File: src/rtl/ad_jesd_rx_pkg.sv
// ad_jesd_rx_pkg: shared state encoding, SOF patterns and samples-per-beat helper for the JESD RX deframer.
package ad_jesd_rx_pkg;
  typedef enum logic {WAIT_SOF, LOCKED} state_t;
  localparam logic [3:0] SOF_OFF0 = 4'b0001;
  localparam logic [3:0] SOF_OFF2 = 4'b0100;
  function automatic int calc_p(input int nl, input int nc);
    return 2 * nl / nc;
  endfunction
endpackage

File: src/rtl/ad_jesd_rx_lane_align.sv
// ad_jesd_rx_lane_align: keeps the upper half of the last valid lane word and realigns by a half-beat offset.
module ad_jesd_rx_lane_align (
  input  logic        clk,
  input  logic        rst_n,
  input  logic        i_valid,
  input  logic        i_off2,
  input  logic [31:0] i_data,
  output logic [31:0] o_word
);
  logic [15:0] r_prev;
  always_ff @(posedge clk or negedge rst_n) begin
    if (!rst_n) r_prev <= '0;
    else if (i_valid) r_prev <= i_data[31:16];
  end
  assign o_word = i_off2 ? {i_data[15:0], r_prev} : i_data;
endmodule

File: src/rtl/ad_jesd_rx_deframer.sv
// ad_jesd_rx_deframer: JESD204 RX deframer with SOF lock tracking, per-lane realignment and per-channel sample mapping.
module ad_jesd_rx_deframer
  import ad_jesd_rx_pkg::*;
#(
  parameter int NUM_LANES    = 2,
  parameter int NUM_CHANNELS = 2,
  parameter int SAMPLE_WIDTH = 16,
  parameter int ERR_THRESH   = 4
) (
  input  logic                        adc_clk,
  input  logic                        adc_rstn,
  input  logic                        rx_valid,
  input  logic [3:0]                  rx_sof,
  input  logic [32*NUM_LANES-1:0]     rx_data,
  output logic                        rx_ready,
  input  logic [NUM_CHANNELS-1:0]     adc_enable,
  input  logic                        adc_status_clr,
  output logic                        adc_valid,
  output logic [16*calc_p(NUM_LANES, NUM_CHANNELS)*NUM_CHANNELS-1:0] adc_data,
  output logic                        adc_status,
  output logic                        adc_sof_err,
  output logic [15:0]                 adc_sof_err_count
);
  localparam int P = calc_p(NUM_LANES, NUM_CHANNELS);
  localparam int DW = 16 * P * NUM_CHANNELS;
  localparam logic [3:0] TH = 4'(ERR_THRESH);
  if ((2 * NUM_LANES) % NUM_CHANNELS != 0) begin : g_bad_channels
    $error("NUM_CHANNELS must divide 2*NUM_LANES");
  end
  logic                    r_valid, r_clr, r_off2, r_status, r_err, r_adc_valid;
  logic [3:0]              r_sof, r_mis;
  logic [32*NUM_LANES-1:0] r_data;
  logic [15:0]             r_cnt;
  logic [DW-1:0]           r_adc_data;
  state_t                  r_state;
  logic                    w_mism, w_drop, w_emit, w_off2;
  logic [3:0]              w_mis_nx;
  logic [DW-1:0]           w_map;
  logic [31:0]             w_al [NUM_LANES];
  always_ff @(posedge adc_clk or negedge adc_rstn) begin
    if (!adc_rstn) begin
      r_valid <= 1'b0;
      r_clr   <= 1'b0;
      r_sof   <= '0;
      r_data  <= '0;
    end else begin
      r_valid <= rx_valid;
      r_clr   <= adc_status_clr;
      r_sof   <= rx_sof;
      r_data  <= rx_data;
    end
  end
  for (genvar l = 0; l < NUM_LANES; l++) begin : g_lane
    ad_jesd_rx_lane_align u_align (
      .clk    (adc_clk),
      .rst_n  (adc_rstn),
      .i_valid(r_valid),
      .i_off2 (w_off2),
      .i_data (r_data[32*l +: 32]),
      .o_word (w_al[l])
    );
  end
  assign w_off2   = (r_state == LOCKED) && r_off2;
  assign w_mism   = r_valid && (r_state == LOCKED) && (r_sof != (r_off2 ? SOF_OFF2 : SOF_OFF0));
  assign w_mis_nx = r_mis + 4'd1;
  assign w_drop   = w_mism && (w_mis_nx == TH);
  // The offset-2 locking beat only primes prev, so only an offset-0 lock emits directly.
  assign w_emit   = r_valid && ((r_state == LOCKED) ? !w_drop : (r_sof == SOF_OFF0));
  always_ff @(posedge adc_clk or negedge adc_rstn) begin
    if (!adc_rstn) begin
      r_state  <= WAIT_SOF;
      r_off2   <= 1'b0;
      r_mis    <= '0;
      r_status <= 1'b0;
      r_err    <= 1'b0;
      r_cnt    <= '0;
    end else begin
      if (r_valid && (r_state == WAIT_SOF) && (r_sof == SOF_OFF0 || r_sof == SOF_OFF2)) begin
        r_state  <= LOCKED;
        r_status <= 1'b1;
        r_off2   <= (r_sof == SOF_OFF2);
        r_mis    <= '0;
      end else if (r_valid && (r_state == LOCKED)) begin
        r_mis <= w_mism ? w_mis_nx : 4'd0;
        if (w_drop) begin
          r_state  <= WAIT_SOF;
          r_status <= 1'b0;
        end
      end
      if (r_clr) begin
        r_err <= w_mism;
        r_cnt <= {15'd0, w_mism};
      end else if (w_mism) begin
        r_err <= 1'b1;
        r_cnt <= (r_cnt == 16'hFFFF) ? r_cnt : r_cnt + 16'd1;
      end
    end
  end
  // Flat sample s = 2*lane + j lands in channel s mod NUM_CHANNELS, slot s div NUM_CHANNELS.
  for (genvar g = 0; g < 2 * NUM_LANES; g++) begin : g_map
    localparam int L = g / 2;
    localparam int C = g % NUM_CHANNELS;
    localparam int K = g / NUM_CHANNELS;
    logic [15:0] w_f;
    assign w_f = (g % 2 == 1) ? {w_al[L][23:16], w_al[L][31:24]} : {w_al[L][7:0], w_al[L][15:8]};
    assign w_map[16*(P*C+K) +: 16] = adc_enable[C] ? 16'($signed(w_f) >>> (16 - SAMPLE_WIDTH)) : 16'h0;
  end
  always_ff @(posedge adc_clk or negedge adc_rstn) begin
    if (!adc_rstn) begin
      r_adc_valid <= 1'b0;
      r_adc_data  <= '0;
    end else begin
      r_adc_valid <= w_emit;
      if (w_emit) r_adc_data <= w_map;
    end
  end
  assign rx_ready          = 1'b1;
  assign adc_valid         = r_adc_valid;
  assign adc_data          = r_adc_data;
  assign adc_status        = r_status;
  assign adc_sof_err       = r_err;
  assign adc_sof_err_count = r_cnt;
endmodule

File: config.mk
export PLATFORM = sky130hd
export DESIGN_NAME = ad_jesd_rx_deframer
export DESIGN_NICKNAME = d
export VERILOG_FILES = /design/src/rtl/ad_jesd_rx_pkg.sv /design/src/rtl/ad_jesd_rx_lane_align.sv /design/src/rtl/ad_jesd_rx_deframer.sv
export SDC_FILE = /design/constraint.sdc
export NUM_CORES = 1
export LEC_CHECK = 0
export BUFFER_PORTS_ARGS = -buffer_cell sky130_fd_sc_hd__buf_4
export CAP_MARGIN = 10
export CORE_MARGIN = 10
export CORE_UTILIZATION = 35
export DETAILED_ROUTE_END_ITERATION = 10
export GPL_TIMING_DRIVEN = 0
export HOLD_SLACK_MARGIN = 0.08
export PLACE_DENSITY_LB_ADDON = 0.25
export SYNTH_ARGS = -nofsm -noshare
export SYNTH_HDL_FRONTEND = slang
export SYNTH_SLANG_ARGS = --single-unit
File: constraint.sdc
create_clock -name adc_clk -period 2.1 [get_ports adc_clk]
set_clock_uncertainty 0.15 [all_clocks]
set_input_delay 0 -clock adc_clk [delete_from_list [all_inputs] [get_ports adc_clk]]
set_output_delay 0 -clock adc_clk [all_outputs]
set_load 0.01 [all_outputs]
==> run metrics, run 1 <==
initial cell density of the core 0.3543; die area approximately 28000 um^2; area of the core 21760 um^2; number of clock buffers inserted by TritonCTS 17; initial antenna violation count 0; DR pass1 iterations 4; Cell Pwr Density about 1100 nW/um^2; fill cell total of the finished layout roughly 1900; instance count of the mapped netlist around 630; Post-Route Hold Slack 0.09234 ns; total wirelength of the detailed-routed design around 23 mm; start point of the critical path r_sof[2]$_DFF_PN0_; total global routing overflow 0; leakage power summed over all cells 5.548 nW; Die Span Y approximately 170 um; maximum operating frequency 0.4748 GHz; Nets roughly 1000; length in cells of the worst reg-to-reg path 7; Max stage delay on crit path 0.44 ns; level count of the clock H-tree 4; clock tree sinks between 150 and 200; GRT Overall Usage 0.1583; Final WS setup -0.006354 ns; Critical Path Sink Type flip-flop; first-pass GRT wire length roughly 36 mm; run status finished, violations left; Setup WS pre-CTS -0.2769 ns; cell area after synthesis a little under 8000 um^2; most used flip-flop cell after synthesis sky130_fd_sc_hd__dfrtp_1; CTS tree yes; area used by sequential logic in the layout roughly 4800 um^2; met3 wire len around 1.1 mm; sequential element share of the synthesized area 0.6169; clock insertion delay at the later pin of the skew report 0.42 ns; die width between 150 and 200 um; Setup Viol. Count Final 1; vias per cell ~4.7; start-to-end type of the worst setup path flip-flop to flip-flop; number of antenna repair diodes 0; Slew headroom 0.4554; register clock-pin slew on the reported worst setup and hold paths 0.07 ns; Required @ worst endpoint 2.26 ns; signal arrival time at the worst endpoint around 2.3 ns; library cells used by synthesis between 50 and 60; unrepaired setup endpoints after global routing true; total DRC errors in the routed layout 0; Critical path destination adc_data[38]$_DFFE_PN0P_; violations in the final reports setup timing; total of buffers placed on input and output ports ~160; final worst-path cycle share 1.003; Max rail drop VDD 0.5372 mV; EDFF count, synth 0; final HPWL from detailed placement roughly 14 mm; Post-Synthesis Net Count around 700; Syn-to-layout area delta 52.74%; slew at the pin with the worst max-slew slack around 0.82 ns; final critical path time including I/O delays and setup around 2.1 ns; average cell area after synthesis about 12 um^2; I/O pin cnt around 160; remaining antenna violation count 0; fraction of synthesis flops using an asynchronous set or reset pin 1.000; routed vias approximately 5900; fraction of layout instances using a drive strength above 1 0.3622; standard-cell row count 54; class of the most critical hold timing path input pin to flip-flop; number of buffers on the longest clock path 2; start of the worst register-to-register path r_sof[2]$_DFF_PN0_; area occupied by multi-input gates 2995 um^2; number of warnings printed during yosys synthesis 0; # Max-Cap Violations 0; pin count of the biggest net entering global routing about 110; worst-path cell chain and3b_1, o21ai_2, a21oi_2, a21oi_2, buf_12, buf_12, mux2_2; placer's final routability congestion estimate 0.7751; Final Hold Vio Count 0; Reg-to-Reg End adc_data[38]$_DFFE_PN0P_; Crit Path Max Fanout 10; Max Transition Viols Final 0; setup slack of the worst register-to-register path -0.006 ns; Worst path slowest cell sky130_fd_sc_hd__dfrtp_1; routed length per placed instance 18.05 um; total met2 wirelength after detailed routing around 11 mm; Clock Tree Root sky130_fd_sc_hd__clkbuf_16; wire length the detailed router placed on met1 roughly 10 mm; Worst setup SP type flip-flop; post-synthesis register bit count 190; number of DRC violations after detailed-routing iteration 0 between 200 and 300; highest metal layer used by the detailed router met4; number of global-route vias before repair between 6000 and 7000
==> synthesized netlist by cell type, drive strengths merged, types with 2 or more instances <==
master,count,area [um^2]
mux2,96,1081
ha,2,25.02
nor4b,2,32.53
nor2,9,33.78
nor2b,2,12.51
dfrtp,190,4755
nand3,11,55.05
or3,4,25.02
or4,4,30.03
a22o,3,26.28
nand2,138,518.0
and2,3,18.77
a21boi,64,480.5
buf,14,105.1
xnor2,3,26.28
o31ai,4,30.03
a21oi,12,60.06
nand2b,2,12.51
and3,3,18.77
a32o,2,20.02
clkbuf,21,78.83
nand4,2,12.51
inv,6,22.52
nor4,2,27.53
o21ai,7,35.03
xor2,3,26.28
a2111oi,2,18.77
==> kinds of logic (layout without fill, tap and decap cells) <==
kind of cell / Yosys count / in the layout / share of synthesized area
AO/OA/AOI/OAI: 102 / 102 / 0.09513
XOR/XNOR: 6 / 6 / 0.006819
adder cells (fa/ha/maj): 2 / 2 / 0.003246
buffers and inverters: 41 / 383 / 0.02678
flip-flops: 190 / 190 / 0.6169
multiplexers: 97 / 97 / 0.1416
other: 1 / 1 / 0.0004865
AND/OR/NAND/NOR: 188 / 188 / 0.1091
==> layout by cell type (no fill, tap or decap), types with 3 or more instances in the layout <==
| master | Yosys | routed |
|---|---|---|
| sky130_fd_sc_hd__mux2_2 | 92 | 53 |
| sky130_fd_sc_hd__buf_12 | 0 | 6 |
| sky130_fd_sc_hd__or4_1 | 4 | 4 |
| sky130_fd_sc_hd__xor2_1 | 3 | 3 |
| sky130_fd_sc_hd__clkbuf_2 | 0 | 13 |
| sky130_fd_sc_hd__xnor2_1 | 3 | 3 |
| sky130_fd_sc_hd__o31ai_1 | 4 | 4 |
| sky130_fd_sc_hd__clkinvlp_4 | 0 | 3 |
| sky130_fd_sc_hd__dfrtp_1 | 190 | 185 |
| sky130_fd_sc_hd__clkbuf_1 | 21 | 8 |
| sky130_fd_sc_hd__a22o_1 | 3 | 3 |
| sky130_fd_sc_hd__mux2_4 | 0 | 43 |
| sky130_fd_sc_hd__nor2_1 | 9 | 7 |
| sky130_fd_sc_hd__o21ai_0 | 6 | 6 |
| sky130_fd_sc_hd__dfrtp_2 | 0 | 5 |
| sky130_fd_sc_hd__buf_4 | 3 | 170 |
| sky130_fd_sc_hd__and3_1 | 3 | 3 |
| sky130_fd_sc_hd__clkbuf_16 | 0 | 20 |
| sky130_fd_sc_hd__dlygate4sd3_1 | 0 | 136 |
| sky130_fd_sc_hd__or3_1 | 4 | 4 |
| sky130_fd_sc_hd__buf_6 | 5 | 3 |
| sky130_fd_sc_hd__a21oi_1 | 12 | 10 |
| sky130_fd_sc_hd__nand2_1 | 138 | 138 |
| sky130_fd_sc_hd__buf_1 | 3 | 3 |
| sky130_fd_sc_hd__a21boi_0 | 64 | 64 |
| sky130_fd_sc_hd__inv_1 | 6 | 6 |
| sky130_fd_sc_hd__nand3_1 | 11 | 10 |
==> sequential cells by signal (all words and copies together), names as in the netlist, 4 cells and up <==
register               count
r_data                    64
r_sof                      4
adc_sof_err_count         16
r_mis                      4
adc_data                  64
g_lane.u_align.r_prev     32
==> timing repair <==
| action | in CTS | in global routing |
|---|---|---|
| hold buffers | 136 | 0 |
| endpoints found under the hold margin | 264 | 0 |
| resized for setup | 26 | 86 |
| setup endpoints to repair | 73 | 78 |
| gates cloned | 2 | 3 |
| setup buffers | 9 | 6 |
| pin swaps | 1 | 4 |
==> layer usage <==
metal  GRT usage  up-vias
met5           0        -
met4     0.04050        0
met3     0.04214       14
met2      0.2654      111
met1      0.1979     2921
li1            -     2815
==> area by class of cell <==
cell class / instances / share of cell area
inverters: 6 / 0.001913
multi-input cells: 396 / 0.2544
well taps: 280 / 0.02976
clock buffers: 19 / 0.03762
plain buffers: 34 / 0.02253
repair buffers: 313 / 0.2380
flip-flops and latches: 190 / 0.4044
clock inverters: 11 / 0.01137
==> worst min path at each step <==
stage	endpoint	slack, ns	from	cells past startpoint
6_report	r_data[63]$_DFF_PN0_	0.09	rx_data[63]	2
5_1_grt	r_data[22]$_DFF_PN0_	0.08	rx_data[22]	2
4_1_cts	r_data[54]$_DFF_PN0_	0.08	rx_data[54]	2
3_5_place_dp	adc_sof_err_count[14]$_DFFE_PN0P_	-0.14	adc_rstn	1
3_3_place_gp	r_data[2]$_DFF_PN0_	-0.04	rx_data[2]	1
2_1_floorplan	adc_data[0]$_DFFE_PN0P_	-0.45	adc_rstn	0
==> stage by stage <==
step / power, mW / instances / TNS [ns] / utilization / instance area [um^2]
3_5_place_dp: 8.588 / 1064 / -8.640 / 0.4258 / 9264
6_report: 12.70 / 1249 / -0.006354 / 0.5411 / 11770
3_3_place_gp: 8.522 / 1063 / -90.48 / 0.4242 / 9229
2_1_floorplan: 6.777 / 627 / 0 / - / 7707
4_1_cts: 12.31 / 1240 / 0 / 0.5232 / 11380
5_1_grt: 13.48 / 1249 / -3.226 / 0.5411 / 11770
==> worst max-delay path, delay by kind of cell, from the launching register on <==
family / cells / cell delay [ns]
DFF: 1 / 0.44
buffers and inverters: 2 / 0.37
muxes: 1 / 0.34
and+or+nand+nor: 1 / 0.22
AOI/OAI and AO/OA: 3 / 0.47
==> power breakdown <==
group,internal (mW),switching [mW]
Clock,1.79,1.46
Sequential,4.36,0.448
Combinational,2.52,2.12
No activity file was read; power rests on OpenSTA's default activity.
==> run 2, diff against run 1 <==
- CORE_MARGIN: 10 -> not set
==> run 2 against run 1 <==
Compared with the run above: maximum frequency is 0.29% higher; clock power is 1% higher; the run ends with hold timing, setup timing left; flip-flop and latch count stayed put.
==> run metrics, run 2 (synthesis gave the netlist of run 1 again) <==
unrepaired setup endpoints after global routing true; length in cells of the worst reg-to-reg path 8; placer's final routability congestion estimate ~0.77; Critical Path Sink Type flip-flop; Setup Viol. Count Final 1; Post-Route Hold Slack -0.006417 ns; level count of the clock H-tree 4; number of clock buffers inserted by TritonCTS 17; Die Span Y roughly 150 um; # Max-Cap Violations 0; number of buffers on the longest clock path 2; total DRC errors in the routed layout 0; final critical path time including I/O delays and setup around 2.1 ns; total wirelength of the detailed-routed design ~21 mm; routed vias 5882; slew at the pin with the worst max-slew slack a little under 0.9 ns; Max rail drop VDD just under 0.6 mV; number of standard cells in the layout, taps in and fillers out ~1200; number of global-route vias before repair 6020; CTS tree yes; Final WS setup -0.0002798 ns; initial cell density of the core 0.3621; leakage power summed over all cells roughly 5.5 nW; number of placed instances with taps included between 1000 and 1500; clock tree sinks 190; run status finished, violations left; routed length per placed instance ~16 um; first-pass GRT wire length approximately 32 mm; I/O pin cnt around 160; standard-cell row count between 50 and 60; pin count of the biggest net entering global routing 94; remaining antenna violation count 0; initial antenna violation count 0; register clock-pin slew on the reported worst setup and hold paths 0.07 ns; maximum operating frequency around 0.48 GHz; signal arrival time at the worst endpoint roughly 2.3 ns; number of antenna repair diodes 0; final HPWL from detailed placement roughly 12 mm; Worst path slowest cell sky130_fd_sc_hd__dfrtp_1; class of the most critical hold timing path input pin to async pin; Required @ worst endpoint roughly 2.3 ns; clock insertion delay at the later pin of the skew report roughly 0.44 ns; fill cell total of the finished layout ~1800; Final Hold Vio Count 3; Cell Pwr Density around 1100 nW/um^2; final worst-path cycle share 1.000; Crit Path Max Fanout 10; most used cells in the layout excluding fill and tap cells 188 x sky130_fd_sc_hd__dfrtp_1, 166 x sky130_fd_sc_hd__buf_4, 142 x sky130_fd_sc_hd__dlygate4sd3_1; total global routing overflow 0; Clock Tree Root sky130_fd_sc_hd__clkbuf_16; violations in the final reports hold timing, setup timing; Syn-to-layout area delta 51.66%; Worst setup SP type flip-flop; worst-path cell chain and3b_1, o21ai_2, a21oi_2, a21oi_2, buf_6, buf_12, buf_12, mux2_2; Slew headroom 0.4051; die width ~150 um; die area 22620 um^2; DR pass1 iterations 4; GRT Overall Usage 0.1861; Max stage delay on crit path between 0.4 and 0.5 ns; number of DRC violations after detailed-routing iteration 0 244; Max Transition Viols Final 0; Nets around 1000; fraction of layout instances using a drive strength above 1 0.3460; vias per cell approximately 4.7; total of buffers placed on input and output ports around 160; start-to-end type of the worst setup path flip-flop to flip-flop; overall power after layout approximately 13 mW; area of the core around 21000 um^2; leading cell type in the layout, fill and taps excluded sky130_fd_sc_hd__dfrtp_1
-- run 2: changes by cell type in the layout (fill, tap and decap cells not counted), moves of 3 or more --
cell                            change
sky130_fd_sc_hd__buf_4              -4
sky130_fd_sc_hd__dfrtp_1            +3
sky130_fd_sc_hd__dfrtp_2            -3
sky130_fd_sc_hd__dlygate4sd3_1      +6
sky130_fd_sc_hd__inv_8              +3
sky130_fd_sc_hd__mux2_1             +4
sky130_fd_sc_hd__mux2_2            +10
sky130_fd_sc_hd__mux2_4            -14
-- run 2: final timing paths --
path / start / to / slack, ns
max in group asynchronous: adc_rstn / r_state$_DFFE_PN0P_ / 0.41
setup reg to reg: r_off2$_DFFE_PN0P_ / adc_data[18]$_DFFE_PN0P_ / -0.0003
hold / removal: adc_rstn / r_sof[2]$_DFF_PN0_ / -0.006
setup / recovery: r_off2$_DFFE_PN0P_ / adc_data[18]$_DFFE_PN0P_ / -0.0003
min in group adc_clk: rx_data[63] / r_data[63]$_DFF_PN0_ / 0.10
hold reg to reg: adc_sof_err$_DFFE_PN0P_ / adc_sof_err$_DFFE_PN0P_ / 0.34
-- run 2: critical path: cells and delay by family, from the launching register on --
| kind | cells | cell delay [ns] |
|---|---|---|
| simple gates | 1 | 0.23 |
| mux | 1 | 0.33 |
| flops | 1 | 0.44 |
| buf+inv | 3 | 0.41 |
| compound gates | 3 | 0.40 |
-- run 2: metrics by stage --
step	cell area [um^2]	setup WS [ns]	hold WS, ns	utilization	setup TNS, ns
2_1_floorplan	7707	0.06357	-0.4456	-	0
4_1_cts	11510	-0.02504	0.03546	0.5409	-0.5340
6_report	11690	-0.0002798	-0.006417	0.5491	-0.0002798
3_5_place_dp	9258	-0.3168	-0.04693	0.4349	-10.46
5_1_grt	11690	-0.08802	0.04059	0.5491	-2.742
3_3_place_gp	9223	-0.4509	-0.04026	0.4333	-91.94
-- run 2: per-layer routing --
metal | track usage | up-vias | share of wire
li1 | - | 2809 | -
met1 | 0.2406 | 2942 | 0.45
met2 | 0.3127 | 110 | 0.50
met3 | 0.03667 | 21 | 0.034
met4 | 0.05859 | 0 | 0.016
met5 | 0 | - | 0
-- run 2: where the power goes --
part | total (mW) | switching [mW] | internal (mW)
sequential | 4.81 | 0.448 | 4.36
combinational | 4.42 | 2.02 | 2.40
clock | 3.30 | 1.59 | 1.71
total | 12.5 | 4.06 | 8.47
-- run 2: final cells by class --
class	instances	area, um^2	area share
Sequential cell	190	4757	0.4070
Multi-Input combinational cell	396	2909	0.2489
Timing Repair Buffer	313	2808	0.2402
Clock buffer	17	425.4	0.03639
Tap cell	275	344.1	0.02944
Buffer	34	246.5	0.02109
Clock inverter	15	176.4	0.01509
Inverter	6	22.52	0.001927
-- run 2: timing repair --
item | in CTS | in global routing
setup buffers | 11 | 1
setup endpoints to repair | 74 | 73
pin swaps | 2 | 2
gates cloned | 1 | 1
gates resized for setup | 33 | 43
endpoints found under the hold margin | 201 | 11
hold buffers | 141 | 1
